<file path="src/rtl/picorv32_bus_dma.sv">
// Word-copy DMA engine for the PicoRV32 native memory bus.
// Software programs SRC/DST/LEN through a responder-side register window and
// writes START. The engine then alternates one bus read and one bus write per
// word, leaving one idle cycle between requests.
module picorv32_bus_dma #(
    parameter int unsigned LEN_W = 16
) (
    input  logic        clk,
    input  logic        resetn,
    input  logic        cfg_sel_i,
    input  logic [1:0]  cfg_addr_i,
    input  logic [3:0]  cfg_wstrb_i,
    input  logic [31:0] cfg_wdata_i,
    output logic [31:0] cfg_rdata_o,
    output logic        cfg_ready_o,
    output logic        m_valid_o,
    output logic [31:0] m_addr_o,
    output logic [31:0] m_wdata_o,
    output logic [3:0]  m_wstrb_o,
    input  logic        m_ready_i,
    input  logic [31:0] m_rdata_i,
    output logic        done_irq_o
);

    typedef enum logic [2:0] {StIdle, StRd, StGapW, StWr, StGapR} state_e;

    state_e           state_q;
    logic [31:0]      src_q, dst_q, cur_src_q, cur_dst_q, buf_q;
    logic [LEN_W-1:0] len_q, rem_q;
    logic             done_q, aborted_q, abort_pend_q;
    logic             cfg_ready_q, done_irq_q, m_valid_q;
    logic [31:0]      cfg_rdata_q, m_addr_q, m_wdata_q;
    logic [3:0]       m_wstrb_q;

    logic             busy, cfg_wr, start_cmd, abort_cmd, abort_now;
    logic [31:0]      base, wr_val, rd_val;

    // Register window decode: byte-merged write value, read mux and CTRL commands.
    always_comb begin
        busy = (state_q != StIdle);
        cfg_wr = cfg_sel_i && cfg_ready_q && (cfg_wstrb_i != 4'h0);
        case (cfg_addr_i)
            2'd0:    base = src_q;
            2'd1:    base = dst_q;
            2'd2:    base = 32'(len_q);
            default: base = 32'h0;
        endcase
        wr_val = base;
        for (int b = 0; b < 4; b++) begin
            if (cfg_wstrb_i[b]) wr_val[8*b +: 8] = cfg_wdata_i[8*b +: 8];
        end
        case (cfg_addr_i)
            2'd0:    rd_val = src_q;
            2'd1:    rd_val = dst_q;
            2'd2:    rd_val = 32'(len_q);
            default: rd_val = {28'h0, aborted_q, 1'b0, done_q, busy};
        endcase
        start_cmd = cfg_wr && (cfg_addr_i == 2'd3) && cfg_wstrb_i[0] && cfg_wdata_i[0] && !busy;
        abort_cmd = cfg_wr && (cfg_addr_i == 2'd3) && cfg_wstrb_i[0] && cfg_wdata_i[2] && busy;
        // An abort committed on a handshake edge takes effect on that same edge.
        abort_now = abort_pend_q || abort_cmd;
    end

    // Register window, job control and master FSM with registered bus outputs.
    always_ff @(posedge clk) begin
        if (!resetn) begin
            state_q      <= StIdle;
            src_q        <= '0;
            dst_q        <= '0;
            len_q        <= '0;
            cur_src_q    <= '0;
            cur_dst_q    <= '0;
            rem_q        <= '0;
            buf_q        <= '0;
            done_q       <= 1'b0;
            aborted_q    <= 1'b0;
            abort_pend_q <= 1'b0;
            cfg_ready_q  <= 1'b0;
            cfg_rdata_q  <= '0;
            done_irq_q   <= 1'b0;
            m_valid_q    <= 1'b0;
            m_addr_q     <= '0;
            m_wdata_q    <= '0;
            m_wstrb_q    <= '0;
        end else begin
            cfg_ready_q <= cfg_sel_i && !cfg_ready_q;
            cfg_rdata_q <= (cfg_sel_i && !cfg_ready_q) ? rd_val : 32'h0;
            done_irq_q  <= 1'b0;

            if (cfg_wr && !busy) begin
                case (cfg_addr_i)
                    2'd0:    src_q <= {wr_val[31:2], 2'b00};
                    2'd1:    dst_q <= {wr_val[31:2], 2'b00};
                    2'd2:    len_q <= wr_val[LEN_W-1:0];
                    default: ;
                endcase
            end

            if (abort_cmd) abort_pend_q <= 1'b1;

            unique case (state_q)
                StIdle: begin
                    abort_pend_q <= 1'b0;
                    if (start_cmd) begin
                        aborted_q <= 1'b0;
                        if (len_q == '0) begin
                            done_q     <= 1'b1;
                            done_irq_q <= 1'b1;
                        end else begin
                            done_q    <= 1'b0;
                            cur_src_q <= src_q;
                            cur_dst_q <= dst_q;
                            rem_q     <= len_q;
                            m_valid_q <= 1'b1;
                            m_addr_q  <= src_q;
                            m_wstrb_q <= 4'h0;
                            state_q   <= StRd;
                        end
                    end
                end
                StRd: begin
                    if (m_ready_i) begin
                        buf_q     <= m_rdata_i;
                        m_valid_q <= 1'b0;
                        if (abort_now) begin
                            aborted_q <= 1'b1;
                            state_q   <= StIdle;
                        end else begin
                            state_q <= StGapW;
                        end
                    end
                end
                StGapW: begin
                    if (abort_now) begin
                        aborted_q <= 1'b1;
                        state_q   <= StIdle;
                    end else begin
                        m_valid_q <= 1'b1;
                        m_addr_q  <= cur_dst_q;
                        m_wdata_q <= buf_q;
                        m_wstrb_q <= 4'hF;
                        state_q   <= StWr;
                    end
                end
                StWr: begin
                    if (m_ready_i) begin
                        m_valid_q <= 1'b0;
                        m_wstrb_q <= 4'h0;
                        cur_src_q <= cur_src_q + 32'd4;
                        cur_dst_q <= cur_dst_q + 32'd4;
                        rem_q     <= rem_q - LEN_W'(1);
                        if (abort_now) begin
                            aborted_q <= 1'b1;
                            state_q   <= StIdle;
                        end else if (rem_q == LEN_W'(1)) begin
                            done_q     <= 1'b1;
                            done_irq_q <= 1'b1;
                            state_q    <= StIdle;
                        end else begin
                            state_q <= StGapR;
                        end
                    end
                end
                StGapR: begin
                    if (abort_now) begin
                        aborted_q <= 1'b1;
                        state_q   <= StIdle;
                    end else begin
                        m_valid_q <= 1'b1;
                        m_addr_q  <= cur_src_q;
                        m_wstrb_q <= 4'h0;
                        state_q   <= StRd;
                    end
                end
                default: state_q <= StIdle;
            endcase
        end
    end

    assign cfg_rdata_o = cfg_rdata_q;
    assign cfg_ready_o = cfg_ready_q;
    assign m_valid_o   = m_valid_q;
    assign m_addr_o    = m_addr_q;
    assign m_wdata_o   = m_wdata_q;
    assign m_wstrb_o   = m_wstrb_q;
    assign done_irq_o  = done_irq_q;

endmodule

</file>
<file path="config.mk">
export PLATFORM = sky130hd
export DESIGN_NAME = picorv32_bus_dma
export DESIGN_NICKNAME = d
export VERILOG_FILES = /design/src/rtl/picorv32_bus_dma.sv
export SDC_FILE = /design/constraint.sdc
export NUM_CORES = 1
export LEC_CHECK = 0
export ABC_AREA = 0
export BUFFER_PORTS_ARGS = -buffer_cell sky130_fd_sc_hd__buf_4
export CAP_MARGIN = 20
export CORE_ASPECT_RATIO = 1.75
export CORE_UTILIZATION = 47
export CTS_CLUSTER_SIZE = 24
export DETAILED_ROUTE_END_ITERATION = 6
export GPL_TIMING_DRIVEN = 0
export HOLD_SLACK_MARGIN = 0.06
export PLACE_DENSITY_LB_ADDON = 0.25
export SETUP_SLACK_MARGIN = 0.05
export SYNTH_ARGS = -nofsm -noshare
export SYNTH_HDL_FRONTEND = slang
export SYNTH_SLANG_ARGS = --single-unit
</file>
<file path="constraint.sdc">
create_clock -name clk -period 3.7 [get_ports clk]
set_clock_uncertainty 0.2 [all_clocks]
set_input_delay 0.185 -clock clk [delete_from_list [all_inputs] [get_ports clk]]
set_output_delay 0.185 -clock clk [all_outputs]
set_load 0.05 [all_outputs]
</file>
; After elaboration in Yosys (flattened, before gate mapping)
; Index checks and enable logic that the tools add are counted.
[op_classes]
muxes = 57
n_addsub = 3
n_eq_ne = 19
n_bitwise = 2
reduce_logical = 39
[op_table]
columns = cell, count
row1 = 32-bit two-way mux, 8
row2 = 32-bit case mux with 2 select lines, 3
row3 = 32-bit case mux with 3 select lines, 2
row4 = "32-bit by 3-bit adder with 32-bit output, second input constant", 2
row5 = 16-bit two-way mux, 3
row6 = 8-bit two-way mux, 4
row7 = 16-bit case mux with 2 select lines, 1
row8 = 4-bit two-way mux, 5
row9 = "2-bit inequality test, second input constant", 10
row10 = 3-bit two-way mux, 6
row11 = 1-bit two-way mux, 17
row12 = "16-bit by 1-bit equality test with 1-bit output, second input constant", 1
row13 = 16-bit logical NOT, 1
row14 = 4-bit case mux with 4 select lines, 1
row15 = "16-bit by 1-bit subtractor with 16-bit output, second input constant", 1
row16 = 3-bit case mux with 5 select lines, 1
row17 = 5-bit AND reduction, 3
row18 = 2-bit AND reduction, 6
row19 = 1-bit logical AND, 10
row20 = 3-bit nonzero test, 3
row21 = 4-bit AND reduction, 2
row22 = 4-bit nonzero test, 2
row23 = "3-bit by 2-bit equality test with 1-bit output, second input constant", 2
row24 = 1-bit case mux with 3 select lines, 2
row25 = other kinds (16), 24
[totals]
out_inout_bits = 103
in_bits = 74
wordCells = 139
reg_bits = 297

; Longest topological paths before layout
; Gate-level depths: netlist of run 1.
[depth]
word_depth = 10
depth_mapped = 9
depth_no_buf = 7

; Worst setup path before layout of run 1
; OpenSTA, ideal clock, no wires.
[synth_path]
path_kind = register to register
start = reg cfg_ready_q (netlist: cfg_ready_o)
end = reg cur_src_q[25]
period_less_slack_ns = 2.245
setup_ns = 0.103
arrival_ns = 1.941
path_stages_with_launch = 7
required_time_ns = 3.397
setup_slack_ns = 1.455
path_buffers = 1
cell_sequence = dfxtp_1 and4_1 buf_4 nand4b_4 nor2_1 nor3_1 a2111oi_2
[synth_between]
elab_chain_len = 8
[synth_lines]
columns = element, line
row1 = start: declaration, 31  ; logic cfg_ready_q, done_irq_q, m_valid_q;
row2 = start signal: assignment, 86  ; cfg_ready_q <= cfg_sel_i && !cfg_ready_q;
row3 = 1-bit logical AND (2 in series), 41  ; cfg_wr = cfg_sel_i && cfg_ready_q && (cfg_wstrb_i != 4'h0);
row4 = 1-bit logical AND (4 in series), 58  ; start_cmd = cfg_wr && (cfg_addr_i == 2'd3) && cfg_wstrb_i[0] && cfg_wdata_i[0] && !busy;
row5 = 2-bit inequality test (no source line), --
row6 = 4-bit AND reduction (no source line), --
row7 = end signal: assignment, 111  ; cur_src_q <= src_q;
row8 = end signal: assignment, 149  ; cur_src_q <= cur_src_q + 32'd4;
row9 = end: declaration, 28  ; logic [31:0] src_q, dst_q, cur_src_q, cur_dst_q, buf_q;
; Every way passes these cells.
; A chain may end at the register's enable or synchronous reset.

; Final worst setup path of run 1
[layout_path]
start = reg len_q[2]
end = reg cur_dst_q[16]
[layout_between]
elab_chain_len = 3
[layout_lines]
columns = element, line
row1 = start: declaration, 29  ; logic [LEN_W-1:0] len_q, rem_q;
row2 = start signal: assignment, 94  ; 2'd2: len_q <= wr_val[LEN_W-1:0];
row3 = 16-bit logical NOT, 106  ; if (len_q == '0) begin
row4 = 2-bit inequality test (no source line), --
row5 = 4-bit AND reduction (no source line), --
row6 = end signal: assignment, 112  ; cur_dst_q <= dst_q;
row7 = end signal: assignment, 150  ; cur_dst_q <= cur_dst_q + 32'd4;
row8 = end: declaration, 28
; Every way passes these cells.

==> impl_metrics.toml, run 1 <==
[status]
outcome = "finished clean"

[power_and_ir_drop]
netSwitchingPower_mw = 1.70
max-vdd-ir-drop_v = 0.000575
p_per_area_nw_per_um2 = 377
power.leakage_nw = 6.45
total_power_mw = 6.67
seqPwrFrac_pct = 47.3
p_int_mw = 4.98
netSwitchingFraction_pct = 25.4
pwr-share-clk_pct = 45.0
combPwrFrac_pct = 7.7

[sta]
setup-tns-final_ns = 0
slew_viol_final = 0
rsz0062_at_grt = "false"
relSlewSlack_pct = 21.1
fin_crit_sh_pct = 92.1
fin_crit_ns = 3.41
fin_ws_ns = 0.292
finalSetupViolCount = 0
max_freq_ghz = 0.293
hold_violations = 0
tightest_slew_ns = 1.18

[hold_path]
hp-class = "input pin to flip-flop"
holdPathStages = 4
hp-start = "cfg_wstrb_i[1]"
min_to = "src_q[10]"

[clock_tree]
clock_sinks = 289
cts_setup_buffers = 0
insertion_delay_ns = 0.58
clkTransAtPathRegs_ns = 0.07
post_cts_resized = 0
root_buffer = "clkbuf_16"
cts_inserted_buffers = 27
cts.path.max_buffers = 3
tritoncts = "yes"
htree_levels = 1
hold_buffers = 69

[synth]
syn-cell-area_um2 = 14300
yosys-top-cells-area = "dfxtp_1 (40%), nand2_1 (7.7%), a21oi_1 (7.3%), nor2_1 (4.4%), clkbuf_1 (2.8%)"
synthArstFlopShare_pct = 0
synthTopCellsByCount = "nand2_1 (292), dfxtp_1 (289), a21oi_1 (208)"
yosysTopAreaCell = "dfxtp_1"
ys_seq_area_share_pct = 40.4
synth-edff-count = 0
yosys_register_bits = 289
synth_most_common_cell = "nand2_1"
avgSynthCellArea_um2 = 7.99
yosys_warnings = 0
ys.flop_type = "dfxtp_1"
netlist_instances = 1791
ys_types = 76
yosysTopAreaCellShare_pct = 40.4
syn_nets = 1874

[floorplan]
fp.dieW_um = 134
dieArea_um2 = 31200
rows = 84
dieHeight_um = 233
design.core.area_um2 = 30000
io_pins = 177
start_util_pct = 47.8

[placed_design]
dp.cells = 2349
dp_hpwl_mm = 48.1
globalplace.congestion = 1.01
io_buffers = 171
dp_worst_setup_slack_ns = 0.590

[worst_setup_path]
cp_slowest_cell = "clkbuf_1"
reg2reg_to = "cur_dst_q[16]"
crit_arrival_ns = 3.70
critPathBufInv = 1
crit_family = "simple AND/OR/NAND/NOR gates"
cp-start-kind = "flip-flop"
critPathCaptureType = "flip-flop"
r2r_setup_slack_ns = 0.29
cp_max_fo = 10
cpPeakStageDelay_ns = 0.89
critical_path_required_ns = 3.99
rr_startpoint = "len_q[2]"
ff2ff_path_depth = 6
crit_chain = "nor4_1 > nand4_1 > a21oi_2 > clkbuf_1 > o211ai_1 > o31ai_1"
critical_path_class = "flip-flop to flip-flop"
cp.depth = 6

[flow_run]
maxCapViolations = 0

[grt]
grt_pass1_vias = 15600
grtUsageTotal_pct = 41.4
grt_max_degree = 17
antenna_found_initial = 0
grt-ovfl-total = 0
grt_pass1_wl_mm = 95.4

[finish]
fin_util_pct = 59.1
drive_gt1_share_pct = 15.8
n_fill_cell = 2712
layout.nets = 2144
final_cells = 2469
syn_to_final_growth_pct = 23.8
diodes = 0

[route]
antenna_left = 0
drtIter0Drc = 1923
finalWirelength_mm = 65.6
num_vias = 16100
wl_per_cell_um = 26.6
drc = 0
dr.pass1.iters = 7
drt-vias-per-instance = 6.54
-- worst register-to-register path, delay by kind of cell (launching register included) --
family	cells	cell delay (ns)
simple gates	2	0.95
compound gates	3	0.91
buf+inv	1	0.89
flops	1	0.38
-- registers in the layout, summed over array words and instances, names as in the netlist, 30 cells and up --
register	count
cur_dst_q	30
cur_src_q	30
src_q	30
m_wdata_o	32
dst_q	30
cfg_rdata_o	32
buf_q	32
m_addr_o	31
-- metal layers --
metal | up-vias | wire length [µm] | GRT usage (%)
li1 | 7130 | - | -
met1 | 7549 | 21700 | 42.2
met2 | 1077 | 31400 | 70.2
met5 | - | 0 | 0
met3 | 388 | 6000 | 8.76
met4 | 0 | 6610 | 38.5
-- worst max path at each step --
| stage | start | to | slack (ns) |
|---|---|---|---|
| after floorplan | cfg_ready_o | cur_src_q[25] | 1.46 |
| after global routing | len_q[2] | cur_dst_q[16] | 0.30 |
| after global placement | len_q[2] | cur_dst_q[18] | 0.63 |
| after CTS | len_q[2] | cur_src_q[18] | 0.58 |
| after detailed placement | len_q[2] | cur_src_q[18] | 0.59 |
| final | len_q[2] | cur_dst_q[16] | 0.29 |
-- metrics by stage --
| stage | instance area (µm²) | hold WS, ns |
|---|---|---|
| after floorplan | 14300 | 0.121 |
| after global placement | 16100 | 0.236 |
| after detailed placement | 16100 | 0.243 |
| after CTS | 17700 | 0.0748 |
| after global routing | 17700 | 0.130 |
| final | 17700 | 0.0843 |
-- cell usage in the layout, fill, tap and decap left out, types with 13 or more instances in the layout --
cell,instances
o22ai_1,32
o2111ai_1,27
buf_1,15
o21ai_0,53
dfxtp_1,289
and3_1,19
nand3_1,49
buf_2,31
nand2b_1,25
a21oi_1,208
and2_1,13
nand4_1,24
o21a_1,35
nor4_1,21
a31oi_1,14
o221ai_1,32
buf_4,183
nor3_1,27
nor2_1,169
clkbuf_16,27
a211oi_2,23
o211a_1,30
nand2_1,292
dlygate4sd3_1,69
clkbuf_1,107
a211oi_1,38
a22oi_1,34
-- power by group through the flow --
stage	logic (mW)	registers, mW	clock network [mW]
3_5_place_dp	0.436	3.23	0
3_3_place_gp	0.431	3.23	0
5_1_grt	0.535	3.16	3.12
2_1_floorplan	0.214	3.24	0
4_1_cts	0.496	3.16	3.01
6_report	0.517	3.16	3.00
-- logic make-up after synthesis --
group / Yosys count / share of synthesized area, %
mux: 5 / 0.359
buf+inv: 184 / 5.94
fa+ha+maj: 9 / 0.787
simple gates: 687 / 22.4
flops: 289 / 40.4
compound gates: 617 / 30.1
-- layout make-up --
cell class	instances	area, µm²	share of cell area (%)
multi-input cells	1318	7670	43.3
well taps	387	484	2.73
clock buffers	34	752	4.25
inverters	11	41.3	0.233
repair buffers	241	1980	11.2
plain buffers	173	808	4.56
flip-flops and latches	289	5790	32.7
clock inverters	16	185	1.05
Note: power is estimated with default switching activity, not from simulation.
==> inputs of run 2 (changes only) <==
Clock period 3.7 ns to 3.2 ns, I/O delays scaled along.
==> run 2 against run 1 <==
Utilization is 0.22 points higher; via count is 0.17% lower; hold slack better by 0.0040 ns; maximum frequency is 8.8% higher; largest power group unchanged; critical path type unchanged; die area stayed put.
==> impl_metrics.toml, run 2 (synthesis gave the netlist of run 1 again) <==
[placed_design]
globalplace.congestion = 1.01
dpl-instance-area_um2 = 16100
dp_worst_setup_slack_ns = 0.0901
io_buffers = 171
dp_hpwl_mm = 48.1

[sta]
rsz0062_at_grt = "false"
hold_violations = 0
slew_viol_final = 0
relSlewSlack_pct = 21.2
max_freq_ghz = 0.319
fin_ws_ns = 0.0687
tightest_slew_ns = 1.18
setup-tns-final_ns = 0
hold_ws_ns = 0.0883
fin_crit_sh_pct = 97.9
finalSetupViolCount = 0
fin_crit_ns = 3.13

[worst_setup_path]
reg2reg_to = "rem_q[13]"
critPathCaptureType = "flip-flop"
r2r_setup_slack_ns = 0.07
cp-start-kind = "flip-flop"
critical_path_class = "flip-flop to flip-flop"
rr_startpoint = "len_q[2]"
cp_max_fo = 10
cp-startpoint = "len_q[2]"
crit_end = "rem_q[13]"
crit_arrival_ns = 3.41
critical_path_required_ns = 3.48
ff2ff_path_depth = 7

[grt]
antenna_found_initial = 0
met1_usage_pct = 42.1
grt_pass1_wl_mm = 95.5
grt_pass1_vias = 15700
busiest_layer = "met2"
use_met2_pct = 70.2
grt_max_degree = 17
grt-ovfl-total = 0
gr-usage-met3_pct = 8.78
grtUsageTotal_pct = 41.4

[power_and_ir_drop]
total_power_mw = 7.73
power.leakage_nw = 6.48
max-vdd-ir-drop_v = 0.000663
p_per_area_nw_per_um2 = 435

[clock_tree]
cts_setup_buffers = 0
cts.path.max_buffers = 3
root_buffer = "clkbuf_16"
clkTransAtPathRegs_ns = 0.07
cts_inserted_buffers = 27
insertion_delay_ns = 0.58
tritoncts = "yes"
clock_sinks = 289
htree_levels = 1

[hold_path]
hp-start = "cfg_wstrb_i[2]"
hp-class = "input pin to flip-flop"

[floorplan]
design.core.area_um2 = 30000
fp.dieW_um = 134
start_util_pct = 47.8
io_pins = 177
dieArea_um2 = 31200
rows = 84
dieHeight_um = 233

[finish]
diodes = 0
drive_gt1_share_pct = 15.9
layout.nets = 2149
syn_to_final_growth_pct = 24.2
final_common_cell = "nand2_1"
layout_common_cells = "nand2_1 (292), dfxtp_1 (289), a21oi_1 (208)"
final_area_um2 = 17800

[route]
drc = 0
finalWirelength_mm = 65.5
antenna_left = 0
wl_per_cell_um = 26.5
drtIter0Drc = 1786
num_vias = 16100
drt-vias-per-instance = 6.51
dr.pass1.iters = 6

[flow_run]
maxCapViolations = 0

[status]
outcome = "finished clean"
run 2: area by class of cell:
class                   instances  area, µm²
flip-flops and latches        289       5790
clock buffers                  34        752
clock inverters                16        185
multi-input cells            1318       7690
fillers                      2702      12200
inverters                      11       41.3
well taps                     387        484
repair buffers                246       2030
plain buffers                 173        811
run 2: routing by layer:
metal	wire length, µm	part of all wire (%)	vias to the layer above
met1	21700	33	7494
met2	31200	48	1092
li1	-	-	7125
met3	5820	8.9	406
met4	6780	10	0
met5	0	0	-
run 2: report_power, final:
group	leakage (nW)	switching (mW)	internal, mW
Sequential	2.33	0.0336	3.62
Clock	0.457	1.56	1.92
Combinational	3.69	0.385	0.220
run 2: repair_timing:
item,4_1_cts,5_1_grt
hold endpoints to repair,122,0
gates resized for setup,0,7
hold buffers,74,0
endpoints found under the setup margin,0,20
run 2: critical path, cell delays in order, from the launching register on:
cell	delay [ns]
dfxtp_1	0.39
nor4_1	0.47
nand4_1	0.47
a21oi_4	0.45
buf_4	0.33
buf_2	0.45
a21oi_1	0.10
o32ai_1	0.16
run 2: worst min-delay path by stage:
stage                      to  slack, ns  cells past startpoint
CTS                 dst_q[18]       0.06                      5
floorplan            buf_q[0]        0.1                      2
global placement     buf_q[9]       0.21                      3
global route        dst_q[17]       0.12                      5
finish              dst_q[18]       0.09                      5
detailed placement  buf_q[14]       0.22                      3
run 2: per-stage QoR:
stage                     utilization (%)  cells
after floorplan                         -   1791
after global placement               53.7   2349
after detailed placement             53.7   2349
after CTS                            59.3   2473
after global routing                 59.3   2474
final                                59.3   2474
